`src/rtl/vga_timing_compositor_if.sv`:
```
// Display-path bundle: run enable and layer colours in, timing, coordinates and composited pixel out.
// The slave side is the compositor; the master side is the game logic / pixel sources.
interface vga_timing_compositor_if #(
    parameter int CW = 12
);
    logic          en;
    logic [CW-1:0] layer_a;
    logic [CW-1:0] layer_b;
    logic [9:0]    x_pos;
    logic [9:0]    y_pos;
    logic          pix_tick;
    logic          frame_start;
    logic          line_start;
    logic          hsync;
    logic          vsync;
    logic          de;
    logic [CW-1:0] color_out;

    modport master (
        output en, layer_a, layer_b,
        input  x_pos, y_pos, pix_tick, frame_start, line_start, hsync, vsync, de, color_out
    );

    modport slave (
        input  en, layer_a, layer_b,
        output x_pos, y_pos, pix_tick, frame_start, line_start, hsync, vsync, de, color_out
    );
endinterface

```
`src/rtl/vga_timing_compositor.sv`:
```
// VGA timing generator and two-layer compositor; sync/DE/colour appear PIPE_DLY pixel ticks after the counters.
// No backpressure: the pixel clock free-runs while en is high, and pixel sources must keep up.
module vga_timing_compositor #(
    parameter int H_ACTIVE = 640,
    parameter int H_FP     = 16,
    parameter int H_SYNC   = 96,
    parameter int H_BP     = 48,
    parameter int V_ACTIVE = 480,
    parameter int V_FP     = 10,
    parameter int V_SYNC   = 2,
    parameter int V_BP     = 33,
    parameter int CLK_DIV  = 4,
    parameter bit SYNC_POL = 1'b0,
    parameter int PIPE_DLY = 2,
    parameter int CW       = 12,
    parameter int MIX_MODE = 0
) (
    input  logic                    clk,
    input  logic                    rst,
    vga_timing_compositor_if.slave  bus
);
    localparam int H_TOTAL = H_ACTIVE + H_FP + H_SYNC + H_BP;
    localparam int V_TOTAL = V_ACTIVE + V_FP + V_SYNC + V_BP;
    localparam int DW      = (CLK_DIV > 1) ? $clog2(CLK_DIV) : 1;
    localparam int F       = CW / 3;
    localparam int SW      = 3 * PIPE_DLY;

    localparam logic [DW-1:0] DIV_LAST = DW'(CLK_DIV - 1);
    localparam logic [9:0] H_LAST = 10'(H_TOTAL - 1);
    localparam logic [9:0] V_LAST = 10'(V_TOTAL - 1);
    localparam logic [9:0] H_ACT  = 10'(H_ACTIVE);
    localparam logic [9:0] V_ACT  = 10'(V_ACTIVE);
    localparam logic [9:0] HS_BEG = 10'(H_ACTIVE + H_FP);
    localparam logic [9:0] HS_END = 10'(H_ACTIVE + H_FP + H_SYNC);
    localparam logic [9:0] VS_BEG = 10'(V_ACTIVE + V_FP);
    localparam logic [9:0] VS_END = 10'(V_ACTIVE + V_FP + V_SYNC);

    logic [DW-1:0] div;
    logic [9:0]    hcnt;
    logic [9:0]    vcnt;
    logic          tick;
    logic          raw_de, raw_hs, raw_vs;
    logic [SW-1:0] sr, sr_next;
    logic          de_next;
    logic [CW-1:0] mix;
    logic [F:0]    sum;
    logic [CW-1:0] color_q;

    // Gating with rst keeps the strobe low during reset even when CLK_DIV is 1.
    assign tick = bus.en && !rst && (div == DIV_LAST);

    always_ff @(posedge clk or posedge rst) begin
        if (rst) begin
            div  <= '0;
            hcnt <= '0;
            vcnt <= '0;
        end else if (!bus.en) begin
            div  <= '0;
            hcnt <= '0;
            vcnt <= '0;
        end else begin
            div <= tick ? '0 : div + 1'b1;
            if (tick) begin
                if (hcnt == H_LAST) begin
                    hcnt <= '0;
                    vcnt <= (vcnt == V_LAST) ? '0 : vcnt + 1'b1;
                end else begin
                    hcnt <= hcnt + 1'b1;
                end
            end
        end
    end

    assign raw_de = (hcnt < H_ACT) && (vcnt < V_ACT);
    assign raw_hs = (hcnt >= HS_BEG) && (hcnt < HS_END);
    assign raw_vs = (vcnt >= VS_BEG) && (vcnt < VS_END);

    // Groups of {hs, vs, de}; the top group is the output stage, so the total delay is PIPE_DLY ticks.
    always_comb begin
        sr_next      = sr;
        sr_next[2:0] = {raw_hs, raw_vs, raw_de};
        for (int i = 1; i < PIPE_DLY; i++) begin
            sr_next[3*i +: 3] = sr[3*(i-1) +: 3];
        end
    end

    assign de_next = sr_next[SW-3];

    always_comb begin
        mix = '0;
        sum = '0;
        case (MIX_MODE)
            0: mix = bus.layer_a | bus.layer_b;
            1: mix = (bus.layer_a != '0) ? bus.layer_a : bus.layer_b;
            default: begin
                for (int f = 0; f < 3; f++) begin
                    sum = {1'b0, bus.layer_a[f*F +: F]} + {1'b0, bus.layer_b[f*F +: F]};
                    mix[f*F +: F] = sum[F] ? {F{1'b1}} : sum[F-1:0];
                end
            end
        endcase
    end

    always_ff @(posedge clk or posedge rst) begin
        if (rst) begin
            sr      <= '0;
            color_q <= '0;
        end else if (!bus.en) begin
            sr      <= '0;
            color_q <= '0;
        end else if (tick) begin
            sr      <= sr_next;
            color_q <= de_next ? mix : '0;
        end
    end

    assign bus.x_pos       = hcnt;
    assign bus.y_pos       = vcnt;
    assign bus.pix_tick    = tick;
    assign bus.frame_start = tick && (hcnt == '0) && (vcnt == '0);
    assign bus.line_start  = tick && (hcnt == '0);
    assign bus.hsync       = (bus.en && sr[SW-1]) ? SYNC_POL : ~SYNC_POL;
    assign bus.vsync       = (bus.en && sr[SW-2]) ? SYNC_POL : ~SYNC_POL;
    assign bus.de          = bus.en && sr[SW-3];
    assign bus.color_out   = bus.en ? color_q : '0;
endmodule

```
`src/flat_wrapper.sv`:
```
// flat-port wrapper written by rule: the top's interface ports become plain ports
module vga_timing_compositor_flat 
#(
    parameter int H_ACTIVE = 640,
    parameter int H_FP     = 16,
    parameter int H_SYNC   = 96,
    parameter int H_BP     = 48,
    parameter int V_ACTIVE = 480,
    parameter int V_FP     = 10,
    parameter int V_SYNC   = 2,
    parameter int V_BP     = 33,
    parameter int CLK_DIV  = 4,
    parameter bit SYNC_POL = 1'b0,
    parameter int PIPE_DLY = 2,
    parameter int CW       = 12,
    parameter int MIX_MODE = 0
)
  (clk, rst, bus_en, bus_layer_a, bus_layer_b, bus_x_pos, bus_y_pos, bus_pix_tick, bus_frame_start, bus_line_start, bus_hsync, bus_vsync, bus_de, bus_color_out);
  vga_timing_compositor_if #(.CW(CW)) bus_i ();
  input  logic clk;
  input  logic rst;
  input wire logic [$bits(bus_i.en)-1:0] bus_en;
  input wire logic [$bits(bus_i.layer_a)-1:0] bus_layer_a;
  input wire logic [$bits(bus_i.layer_b)-1:0] bus_layer_b;
  output wire logic [$bits(bus_i.x_pos)-1:0] bus_x_pos;
  output wire logic [$bits(bus_i.y_pos)-1:0] bus_y_pos;
  output wire logic [$bits(bus_i.pix_tick)-1:0] bus_pix_tick;
  output wire logic [$bits(bus_i.frame_start)-1:0] bus_frame_start;
  output wire logic [$bits(bus_i.line_start)-1:0] bus_line_start;
  output wire logic [$bits(bus_i.hsync)-1:0] bus_hsync;
  output wire logic [$bits(bus_i.vsync)-1:0] bus_vsync;
  output wire logic [$bits(bus_i.de)-1:0] bus_de;
  output wire logic [$bits(bus_i.color_out)-1:0] bus_color_out;
  assign bus_i.en = bus_en;
  assign bus_i.layer_a = bus_layer_a;
  assign bus_i.layer_b = bus_layer_b;
  assign bus_x_pos = bus_i.x_pos;
  assign bus_y_pos = bus_i.y_pos;
  assign bus_pix_tick = bus_i.pix_tick;
  assign bus_frame_start = bus_i.frame_start;
  assign bus_line_start = bus_i.line_start;
  assign bus_hsync = bus_i.hsync;
  assign bus_vsync = bus_i.vsync;
  assign bus_de = bus_i.de;
  assign bus_color_out = bus_i.color_out;
  vga_timing_compositor #(.H_ACTIVE(H_ACTIVE), .H_FP(H_FP), .H_SYNC(H_SYNC), .H_BP(H_BP), .V_ACTIVE(V_ACTIVE), .V_FP(V_FP), .V_SYNC(V_SYNC), .V_BP(V_BP), .CLK_DIV(CLK_DIV), .SYNC_POL(SYNC_POL), .PIPE_DLY(PIPE_DLY), .CW(CW), .MIX_MODE(MIX_MODE)) u_core (.clk(clk), .rst(rst), .bus(bus_i));
endmodule
```
`config.mk`:
```
export PLATFORM = sky130hd
export DESIGN_NAME = vga_timing_compositor_flat
export DESIGN_NICKNAME = d
export VERILOG_FILES = /design/src/rtl/vga_timing_compositor_if.sv /design/src/rtl/vga_timing_compositor.sv /design/src/flat_wrapper.sv
export SDC_FILE = /design/constraint.sdc
export NUM_CORES = 1
export LEC_CHECK = 0
export BUFFER_PORTS_ARGS = -buffer_cell sky130_fd_sc_hd__buf_2
export CORE_UTILIZATION = 40
export CTS_CLUSTER_DIAMETER = 80
export DETAILED_ROUTE_END_ITERATION = 10
export MAX_ROUTING_LAYER = met4
export PLACE_DENSITY = 0.68
export SLEW_MARGIN = 30
export SYNTH_ARGS = -nofsm -noshare
export SYNTH_HDL_FRONTEND = slang
export SYNTH_SLANG_ARGS = --single-unit
export TNS_END_PERCENT = 10
```
`constraint.sdc`:
```
create_clock -name clk -period 1.9 [get_ports clk]
set_clock_uncertainty 0.15 [all_clocks]
set_input_delay 0.095 -clock clk [delete_from_list [all_inputs] [get_ports clk]]
set_output_delay 0.095 -clock clk [all_outputs]
set_load 0.05 [all_outputs]
```
; Word-level counts from Yosys, hierarchy flattened
; Index checks and enable logic that the tools add are counted.
[totals]
inputBits = 27
output_inout_bits = 38
wordCells = 51
ff_bits = 40
[op_classes]
addsub = 3
mux = 17
bitwise = 1
n_lt_le_gt_ge = 6
eq_ne = 5
reduce_logical = 14
[op_table]
columns = operator, count
row1 = $mux W10, 7
row2 = $mux W12, 4
row3 = $add A10 B1 Y10 const B, 2
row4 = $eq A10 B10 Y1 const B, 2
row5 = $logic_not A10 Y1, 2
row6 = $lt A10 B10 Y1 const B, 2
row7 = $lt A10 B9 Y1 const B, 2
row8 = $mux W6, 2
row9 = $or A12 B12 Y12, 1
row10 = $ge A10 B10 Y1 const B, 1
row11 = $ge A10 B9 Y1 const B, 1
row12 = $logic_and A1 B1 Y1, 10
row13 = $mux W2, 2
row14 = $ne A2 B1 Y1 const B, 2
row15 = $add A2 B1 Y2 const B, 1
row16 = $eq A2 B2 Y1 const B, 1
row17 = $mux W1, 2
row18 = $reduce_and A2 Y1, 1
row19 = $logic_not A1 Y1, 1

; Longest topological paths before layout
; Gate-level depths: netlist of the first run.
[depth]
depth_word = 5
ltp_mapped = 7

; Worst setup path before layout of the first run
; OpenSTA, ideal clock, no wires.
[synth_timing]
path_kind = register to output
start = register u_core.hcnt[0], in the netlist u_core.bus.x_pos[0]
end = output bus_frame_start
path_buffers = 0
stages_incl_launch_ff = 7
arrival_ns = 2.898
path_slack_ns = -1.243
cell_sequence = dfrtp_1 inv_1 ha_1 nor4b_1 nand3_1 nor3_1 and4_1
[synth_between]
elab_chain_len = 3
[synth_lines]
columns = element, line_no
row1 = "start, declared", vga_timing_compositor.sv:39  ; logic [9:0] hcnt;
row2 = "start signal, assigned", vga_timing_compositor.sv:68  ; hcnt <= hcnt + 1'b1;
row3 = $logic_not A10 Y1, n/a
row4 = $logic_and A1 B1 Y1, n/a
row5 = named net bus_line_start, flat_wrapper.sv:29  ; output wire logic [$bits(bus_i.line_start)-1:0] bus_line_start;
row6 = $logic_and A1 B1 Y1, vga_timing_compositor.sv:120  ; assign bus.frame_start = tick && (hcnt == '0) && (vcnt == '0);
row7 = "end, declared", flat_wrapper.sv:28  ; output wire logic [$bits(bus_i.frame_start)-1:0] bus_frame_start;
; The timed path passes the listed nets, and every way through them passes these cells.

; Worst setup path in the final report of the first run
[layout_timing]
start = register u_core.hcnt[0], in the netlist u_core.bus.x_pos[0]
end = output bus_frame_start
[layout_between]
elab_chain_len = 3
[layout_lines]
columns = element, line_no
row1 = $logic_not A10 Y1, vga_timing_compositor.sv:120
row2 = $logic_and A1 B1 Y1 (2 in series), vga_timing_compositor.sv:120
; No other way between the ends.

==> qor_table.md, run 1 <==
| Parameter | This run |
|:---|:---|
| Total congestion overflow after global routing | 0 |
| Met3 Use GR | 0.0482 |
| DRC marker count from the first detailed-route iteration | 179 |
| Top cell type's share of synthesized area | 0.466 |
| CP Launch Type | flip-flop |
| Most used DFF post-synth | dfrtp_1 |
| Largest incremental delay on the critical path | 0.41 ns |
| Slowest library cell on the worst path | dfrtp_2 |
| Starting density of the core | 0.418 |
| Post-DR vias/cell | 5.18 |
| Arithmetic-cell share of the synthesized area counting full adders, half adders and majority gates | 0.0291 |
| Share of synthesized cell area in and, or, nand and nor gates | 0.282 |
| Multiplexer area fraction after synthesis | 0 |
| Maximum number of pins on one net before global-route repair | 31 |
| Number of antenna violations at the first check in global routing | 0 |
| Final std cell area, no fill | 0.00310 sq mm |
| Synthesis-to-layout area growth | 44.2% |
| Total Nets Final | 366 |
| Cell taking the most area after synthesis | dfrtp_1 |
| Total placed instance area | 0.00267 sq mm |
| Final ANT Viol Nets | 0 |
| Worst EP required | 1.65 ns |
| Leakage power summed over all cells | 0.00150 uW |
| GP Congestion | 0.801 |
| CTS tree | done |
| Worst-Margin Slew | 0.876 ns |
| Detailed-route wire length per cell | 14.2 um |
| Wire length of the first global-routing pass | 9290 um |
| Number of H-tree levels | 2 |
| Arrival time of data at the critical path endpoint | 1.76 ns |
| Hold Startpoint | bus_en |
| Register-to-Register Path Depth | 7 |
| Count of final setup violators | 1 |
| Ant. Diodes | 0 |
| Port bufs | 64 |
| Worst flop-to-flop path startpoint | u_core.bus.x_pos[0] |
| Syn_nets | 261 |
| Average instance area after synthesis | 9.38 sq um |
| Fraction of layout cells with a size suffix above 1 | 0.361 |
| Failing checks | setup timing |
| Outcome | complete, but fails checks |
| Number of core rows | 26 |
| Tcrit/Tclk final | 1.05 |
| Number of clock buffers inserted by TritonCTS | 5 |
| Largest family of logic cells by synthesized area | simple AND/OR/NAND/NOR gates |
| Total via count after detailed routing | 2097 |
| Final routed DRC violation total | 0 |
| Instance count of the mapped netlist | 229 |
| Gr usage total | 0.226 |
| Endpoints failing hold | 0 |
| Area of the die | 0.00567 sq mm |
| First drt pass iteration count | 4 |
| Start point of the critical path | u_core.bus.x_pos[0] |
| Io pins | 65 |
| Die span in y | 75.3 um |
| Core ar. | 0.00514 sq mm |
| CTS sink cnt | 40 |
| Final Worst Setup Slack | -0.103 ns |
| Max-slew headroom at the worst pin | 0.416 |
| Number of global-route vias before repair | 1987 |
| Synthesized area | 0.00215 sq mm |
| Routed wire length | 5750 um |
| Peak VDD IR | 0.000294 V |
| # placed instances | 370 |
| Later-pin clock latency in the skew report | 0.30 ns |
| Unrepaired setup endpoints after global routing | yes |
| Synth top cells by count | dfrtp_1, nand2_1, nor2_1, o21ai_0 |
| Number of flops mapped to enable cells by yosys | 0 |
| CP Cell Sequence | inv_2 -> ha_1 -> nor4b_4 -> nand3_2 -> nor3_4 -> and4_4 -> buf_8 |
| Number of distinct library cells after synthesis | 42 |
| Critical setup path kind | reg2out |
| Hold Path Cell Cnt | 3 |
| CTS Root Cell | clkbuf_8 |
| Largest cells by area after synthesis | dfrtp_1, nand2_1, and2_1 |
| Most frequent cell after synthesis | dfrtp_1 |
| Crit Path Max Fanout | 2 |
| Post-CTS clock slew at the launch and capture registers of the worst setup and hold paths | 0.08 ns |
| Number of synthesized register bits | 40 |
| Critical path capture point type | primary output |
| Global-route track usage on met2 | 0.364 |
| Achievable clock frequency | 499 MHz |
| Longest Clk Path Bufs | 2 |
| Minimum hold slack | 0.0183 ns |
| Power density over cell area | 571 mW/mm^2 |
| Count of maximum capacitance violations | 0 |
| Final Non-Filler Cells | 405 |
| Xor and xnor fraction of the mapped netlist area | 0.0285 |
| Synthesized-area fraction occupied by ao, oa, aoi and oai cells | 0.147 |
| Hold Crit Class | in2reg |
| Final slew viol count | 0 |
| Crit path time final | 2.00 ns |
| Detailed placement HPWL | 3670 um |
| Share of synthesized area occupied by flip-flops and latches | 0.466 |
| Layer with the highest usage after global routing | met2 |
| Yosys warnings | 0 |
| GR Layer Usage met1 | 0.286 |
| Async set-reset flop share out of synthesis | 1.00 |
| Final Power | 1770 uW |
| Die extent in x | 75.3 um |
==> sequential cells by signal, summed over array words and instances, names as in the netlist <==
signal            count
u_core.bus.x_pos     10
u_core.color_q       12
u_core.div            2
u_core.bus.y_pos     10
u_core.sr             6
==> metal layers <==
metal,share of wire,up-vias
met1,0.45,999
met4,0.010,0
met5,0,-
li1,-,1024
met2,0.50,69
met3,0.045,5
==> path summary, 6_finish.rpt <==
path / end / slack [ns]
setup reg to reg: u_core.bus.y_pos[8] / 0.04
hold / removal: u_core.sr[1] / 0.02
setup / recovery: bus_frame_start / -0.10
max in group asynchronous: u_core.bus.y_pos[0] / 0.94
min in group asynchronous: u_core.bus.x_pos[9] / 0.30
hold reg to reg: u_core.div[0] / 0.30
==> repair_timing <==
item                                    4_1_cts  5_1_grt
endpoints found under the setup margin        2       18
setup buffers                                 2        0
hold buffers                                 25        0
hold endpoints to repair                     53        0
resized for setup                             6        6
gates cloned                                  0        0
pin swaps                                     3        0
==> worst max-delay path, delay by kind of cell (launching register included) <==
kind | cells | cell delay (ns)
and+or+nand+nor | 4 | 0.72
DFF | 1 | 0.41
buffers and inverters | 2 | 0.19
adders and majority gates | 1 | 0.13
==> metrics by stage <==
stage / util / setup slack [ns] / setup TNS [ns]
global placement: 0.520 / 0.0499 / 0
floorplan: - / -0.304 / -0.491
global route: 0.603 / -0.184 / -0.330
detailed placement: 0.520 / 0.0234 / 0
CTS: 0.599 / -0.125 / -0.131
finish: 0.603 / -0.103 / -0.103
==> logic make-up after synthesis <==
family | after synthesis
fa+ha+maj | 5
xor+xnor | 7
buf+inv | 22
compound gates | 42
simple gates | 113
flops | 40
==> area by class of cell <==
cell class              instances  area, sq um
clock buffers                   6         82.6
multi-input cells             167         1100
fillers                       446         2040
repair buffers                109          741
well taps                      70         87.6
inverters                      11         41.3
flip-flops and latches         40         1010
clock inverters                 2         38.8
==> cells in the final DEF (no fill, tap or decap), types with 7 or more instances in the layout <==
cell type | synthesis | routed
xnor2_1 | 7 | 7
dfrtp_2 | 0 | 7
inv_1 | 9 | 7
o21ai_0 | 17 | 17
dlygate4sd3_1 | 0 | 25
nand3_1 | 15 | 14
nand2_1 | 32 | 31
buf_4 | 2 | 20
nor2_1 | 19 | 19
buf_2 | 3 | 62
dfrtp_1 | 40 | 33
and2_1 | 15 | 15
==> power breakdown <==
group	internal [uW]	total, uW	switching, uW
clock	430	746	316
combinational	77.0	162	85.0
sequential	857	860	2.96
total	1360	1770	404
(Power assumes the default switching activity.)
==> run 2, diff against run 1 <==
- RECOVER_POWER: unset -> 50
==> run 2 against run 1 <==
- non-clock buffer count unchanged
- sequential power barely moved
- first-iteration DRC count decreased by 1.7%
- largest cell class unchanged
- utilization shrank 0.29 points
- the run still ends with setup timing left
- power rose by 0.11%
==> qor_table.md, run 2 (synthesis gave the netlist of run 1 again) <==
| Parameter | This run | vs previous |
|:---|:---|:---|
| GP Congestion | 0.801 | unchanged |
| Leading cell type in the layout, fill and taps excluded | buf_2 |  |
| Number of flip-flops under the largest register name | 12 | unchanged |
| Register name with the most flops | u_core.color_q |  |
| Hold Crit Class | in2reg |  |
| Detailed placement HPWL | 3670 um | unchanged |
| Final ANT Viol Nets | 0 | unchanged |
| CTS tree | done |  |
| Area of the die | 0.00567 sq mm | unchanged |
| Unrepaired setup endpoints after global routing | yes |  |
| Arrival time of data at the critical path endpoint | 1.76 ns | about the same |
| Number of global-route vias before repair | 1987 | unchanged |
| Achievable clock frequency | 498 MHz | -0.21% |
| Wire length of the first global-routing pass | 9290 um | unchanged |
| Final slew viol count | 0 | unchanged |
| Synthesis-to-layout area growth | 43.5% |  |
| Critical setup path kind | reg2out |  |
| Peak VDD IR | 0.000294 V | about the same |
| Starting density of the core | 0.418 | unchanged |
| Crit path time final | 2.01 ns | +0.00419 ns |
| Crit Path Max Fanout | 2 | unchanged |
| Count of maximum capacitance violations | 0 | unchanged |
| CTS sink cnt | 40 | unchanged |
| Total congestion overflow after global routing | 0 | unchanged |
| Number of core rows | 26 | unchanged |
| Worst EP required | 1.65 ns | about the same |
| Ant. Diodes | 0 | unchanged |
| Final std cell area, no fill | 0.00308 sq mm | -0.48% |
| Die span in y | 75.3 um | unchanged |
| Io pins | 65 | unchanged |
| # placed instances | 370 | unchanged |
| Tcrit/Tclk final | 1.06 | +0.00221 |
| Worst-Margin Slew | 0.874 ns | -0.00196 ns |
| Die extent in x | 75.3 um | unchanged |
| Critical path capture point type | primary output |  |
| Reg area | 0.00101 sq mm | unchanged |
| Core ar. | 0.00514 sq mm | unchanged |
| Commonest cells after routing, fill and taps aside | buf_2, dfrtp_1, nand2_1 |  |
| Total via count after detailed routing | 2122 | +1.2% |
| CP Launch Type | flip-flop |  |
| Power density over cell area | 574 mW/mm^2 | +0.60% |
| Fraction of layout cells with a size suffix above 1 | 0.343 | -0.0179 |
| Detailed-route wire length per cell | 14.3 um | +0.50% |
| Count of final setup violators | 1 | unchanged |
| Outcome | complete, but fails checks |  |
| Total Nets Final | 366 | unchanged |
| Fill cell count | 444 | -0.45% |
| DRC marker count from the first detailed-route iteration | 176 | -1.7% |
| Total placed instance area | 0.00267 sq mm | unchanged |
| Post-DR vias/cell | 5.24 | +1.2% |
| Later-pin clock latency in the skew report | 0.30 ns | about the same |
| Setup slack on the worst flop-to-flop path | 0.04 ns | about the same |
| Number of clock buffers inserted by TritonCTS | 5 | unchanged |
| Port bufs | 64 | unchanged |
| Gr usage total | 0.226 | unchanged |
| Number of H-tree levels | 2 | unchanged |
| Number of antenna violations at the first check in global routing | 0 | unchanged |
| Maximum number of pins on one net before global-route repair | 31 | unchanged |
| Failing checks | setup timing |  |
| Worst slack, placed | 0.0234 ns | unchanged |
| Leakage power summed over all cells | 0.00148 uW | -1.5% |
| First drt pass iteration count | 4 | unchanged |
| Max-slew headroom at the worst pin | 0.418 | +0.00131 |
| Final Worst Setup Slack | -0.107 ns | -0.00419 ns |
| Routed wire length | 5780 um | +0.50% |
| Longest Clk Path Bufs | 2 | unchanged |
| Multi-input gate area | 0.00110 sq mm | unchanged |
| Final routed DRC violation total | 0 | unchanged |
| Final Non-Filler Cells | 405 | unchanged |
| Post-CTS clock slew at the launch and capture registers of the worst setup and hold paths | 0.09 ns | about the same |
| Endpoints failing hold | 0 | unchanged |
| CTS Root Cell | clkbuf_8 |  |
[run 2: changes by cell type in the layout (fill, tap and decap cells not counted), sizes merged]
cell / before / now
buf: 84 / 76
clkbuf: 6 / 14
[run 2: where the power goes]
| part | internal (uW) | switching, uW | leakage [uW] |
|---|---|---|---|
| combinational | 74.3 | 85.2 | 0.000872 |
| sequential | 857 | 2.96 | 0.000545 |
| clock | 430 | 321 | 0.0000614 |
[run 2: repair_timing]
action,in CTS,in global routing
resized for setup,6,6
setup endpoints to repair,2,18
pin swaps,3,0
hold buffers,25,0
hold endpoints to repair,53,0
buffers inserted,2,0
[run 2: area by class of cell]
type,count,share of cell area
Multi-Input combinational cell,167,0.356
Timing Repair Buffer,109,0.235
Tap cell,70,0.0284
Sequential cell,40,0.328
Clock inverter,2,0.0126
Clock buffer,6,0.0268
Inverter,11,0.0134
[run 2: worst paths after layout]
kind                                     start                   to  cells after the start
max reg2reg                u_core.bus.x_pos[0]  u_core.bus.y_pos[8]                      7
min reg2reg                      u_core.div[0]        u_core.div[0]                      1
max in group asynchronous                  rst  u_core.bus.y_pos[0]                      4
min                                     bus_en         u_core.sr[1]                      3
min in group asynchronous                  rst  u_core.bus.x_pos[9]                      4
max                        u_core.bus.x_pos[0]      bus_frame_start                      7
[run 2: worst max-delay path, stage by stage, from the launching register on]
cell and delay, ns:
dfrtp_2 0.41, inv_2 0.05, ha_1 0.13, nor4b_4 0.20
nand3_2 0.12, nor3_4 0.15, and4_4 0.25, buf_8 0.14
[run 2: per-layer routing]
layer  global-route usage  wire length, um  up-vias
met4               0.0658               68        0
met5                    -                0        -
met2                0.364             2870       72
met3               0.0482              257        7
li1                     -                -     1027
met1                0.286             2580     1016
[run 2: stage by stage]
stage | util | hold slack [ns] | power, uW | setup TNS, ns
5_1_grt | 0.600 | 0.0434 | 1830 | -0.331
2_1_floorplan | - | -0.0514 | 940 | -0.491
3_3_place_gp | 0.520 | 0.0215 | 990 | 0
6_report | 0.600 | 0.0136 | 1770 | -0.107
4_1_cts | 0.599 | 0.00911 | 1780 | -0.131
3_5_place_dp | 0.520 | 0.0227 | 991 | 0
==> run 3, diff against run 2 <==
- MAX_ROUTING_LAYER: met4 -> unset
==> run 3 against run 2 <==
- the flow still finishes with violations (setup timing)
- first-iteration DRC count shrank 11%
- routed wire length grew 0.54%
- utilization about the same
- register-to-register slack is essentially flat
- flip-flop and latch count stayed put
- sequential share of layout area is essentially flat
- critical path type unchanged
- largest cell class unchanged
==> qor_table.md, run 3 (synthesis gave the netlist of run 1 again) <==
| Parameter | This run | vs previous |
|:---|:---|:---|
| Outcome | complete, but fails checks |  |
| Failing checks | setup timing |  |
| Register name with the most flops | u_core.color_q |  |
| Number of H-tree levels | 2 | unchanged |
| Final routed DRC violation total | 0 | unchanged |
| Core ar. | 0.00514 sq mm | unchanged |
| Longest Clk Path Bufs | 2 | unchanged |
| Number of core rows | 26 | unchanged |
| Die extent in x | 75.3 um | unchanged |
| Arrival time of data at the critical path endpoint | 1.76 ns | about the same |
| Io pins | 65 | unchanged |
| Register-to-Register Path Depth | 7 | unchanged |
| Gr usage total | 0.219 | -0.00663 |
| Ant. Diodes | 0 | unchanged |
| Max-slew headroom at the worst pin | 0.423 | +0.00564 |
| Count of maximum capacitance violations | 0 | unchanged |
| First drt pass iteration count | 4 | unchanged |
| Leading cell type in the layout, fill and taps excluded | buf_2 |  |
| DRC marker count from the first detailed-route iteration | 157 | -11% |
| Endpoints failing hold | 0 | unchanged |
| Detailed-route wire length per cell | 14.3 um | +0.54% |
| CTS Root Cell | clkbuf_8 |  |
| Total Nets Final | 366 | unchanged |
| Peak VDD IR | 0.000294 V | +0.21% |
| Wire length of the first global-routing pass | 9290 um | unchanged |
| Number of antenna violations at the first check in global routing | 0 | unchanged |
| Int Power | 1360 uW | about the same |
| Sequential fraction of design power | 0.486 | about the same |
| Leakage power summed over all cells | 0.00148 uW | about the same |
| Count of final setup violators | 1 | unchanged |
| Final slew viol count | 0 | unchanged |
| Worst-Margin Slew | 0.865 ns | -0.00846 ns |
| Combinational power share | 0.090 | about the same |
| Crit path time final | 2.01 ns | -0.000754 ns |
| Maximum number of pins on one net before global-route repair | 31 | unchanged |
| Critical path capture point type | primary output |  |
| Detailed placement HPWL | 3670 um | unchanged |
| Total congestion overflow after global routing | 0 | unchanged |
| GP Congestion | 0.789 | -1.4% |
| CTS sink cnt | 40 | unchanged |
| Switching share of power | 0.231 | about the same |
| Critical setup path kind | reg2out |  |
| Starting density of the core | 0.418 | unchanged |
| Number of global-route vias before repair | 1993 | +0.30% |
| Tcrit/Tclk final | 1.06 | about the same |
| Fraction of layout cells with a size suffix above 1 | 0.343 | unchanged |
| Area of the die | 0.00567 sq mm | unchanged |
| # placed instances | 370 | unchanged |
| Die span in y | 75.3 um | unchanged |
| Post-Route Utilization | 0.600 | about the same |
| Port bufs | 64 | unchanged |
| Worst EP required | 1.65 ns | about the same |
| Clock Power Share | 0.424 | about the same |
| Post-CTS clock slew at the launch and capture registers of the worst setup and hold paths | 0.09 ns | about the same |
| Number of clock buffers inserted by TritonCTS | 5 | unchanged |
| Final Non-Filler Cells | 405 | unchanged |
| Routed wire length | 5810 um | +0.54% |
| Later-pin clock latency in the skew report | 0.30 ns | about the same |
| Unrepaired setup endpoints after global routing | yes |  |
| Commonest cells after routing, fill and taps aside | buf_2, dfrtp_1, nand2_1 |  |
| Achievable clock frequency | 498 MHz | about the same |
| Crit Path Max Fanout | 2 | unchanged |
| Hold Path Cell Cnt | 3 | unchanged |
| Total via count after detailed routing | 2119 | -0.14% |
| Final Worst Setup Slack | -0.106 ns | +0.000754 ns |
| CTS tree | done |  |
| Power density over cell area | 574 mW/mm^2 | about the same |
| Final ANT Viol Nets | 0 | unchanged |
| Switching power of the nets | 409 uW | +0.12% |
| Synthesis-to-layout area growth | 43.6% | about the same |
| Hold Crit Class | in2reg |  |
| Post-DR vias/cell | 5.23 | -0.14% |
| CP Launch Type | flip-flop |  |
| Number of flip-flops under the largest register name | 12 | unchanged |
==> run 3: cell types whose count changed in the layout (fill, tap and decap cells not counted), sizes merged <==
cell and change:
clkbuf -1, buf +1
==> run 3: metal layers <==
layer	up-vias	track usage	wire (um)
li1	1021	-	-
met5	-	0	0
met1	1024	0.288	2590
met4	0	0.0658	67
met2	66	0.363	2890
met3	8	0.0482	253
==> run 3: critical path: stages, from the launching register on <==
cell and delay (ns):
dfrtp_2 0.42, inv_2 0.05, ha_1 0.13, nor4b_4 0.20, nand3_2 0.12, nor3_4 0.15
and4_4 0.25, buf_8 0.14
==> run 3: final timing paths <==
path / from / end / slack [ns]
setup / recovery: u_core.bus.x_pos[0] / bus_frame_start / -0.11
hold / removal: bus_en / u_core.sr[1] / 0.01
setup reg to reg: u_core.bus.x_pos[0] / u_core.bus.y_pos[8] / 0.03
hold reg to reg: u_core.div[0] / u_core.div[0] / 0.30
max in group asynchronous: rst / u_core.bus.y_pos[0] / 0.61
min in group asynchronous: rst / u_core.bus.x_pos[9] / 0.46
==> run 3: per-stage QoR <==
stage	setup WS (ns)	hold WS, ns	power [uW]	TNS, ns	area, sq um
after floorplan	-0.304	-0.0514	940	-0.491	2190
after global placement	0.0499	0.0215	990	0	2670
after detailed placement	0.0234	0.0227	991	0	2670
after CTS	-0.125	0.00911	1780	-0.131	3080
after global routing	-0.184	0.0443	1830	-0.329	3090
final	-0.106	0.0139	1770	-0.106	3090
==> run 3: layout make-up <==
cell class | instances | area (sq um)
Fill cell | 445 | 2050
Inverter | 11 | 41.3
Clock buffer | 6 | 82.6
Timing Repair Buffer | 109 | 728
Multi-Input combinational cell | 167 | 1100
Sequential cell | 40 | 1010
Clock inverter | 2 | 38.8
Tap cell | 70 | 87.6
==> run 3: repair_timing <==
| action | 4_1_cts | 5_1_grt |
|---|---|---|
| setup buffers | 2 | 0 |
| hold buffers | 25 | 0 |
| gates cloned | 0 | 0 |
| resized for setup | 6 | 6 |
| pin swaps | 3 | 0 |
| endpoints found under the hold margin | 53 | 0 |
| setup endpoints to repair | 2 | 18 |
==> run 3: power groups by stage <==
stage                     Sequential, uW  Combinational [uW]  Clock (uW)
final                                860                 160         751
after global routing                 861                 175         793
after CTS                            859                 157         759
after detailed placement             877                 114           0
after global placement               877                 114           0
after floorplan                      880                60.7           0
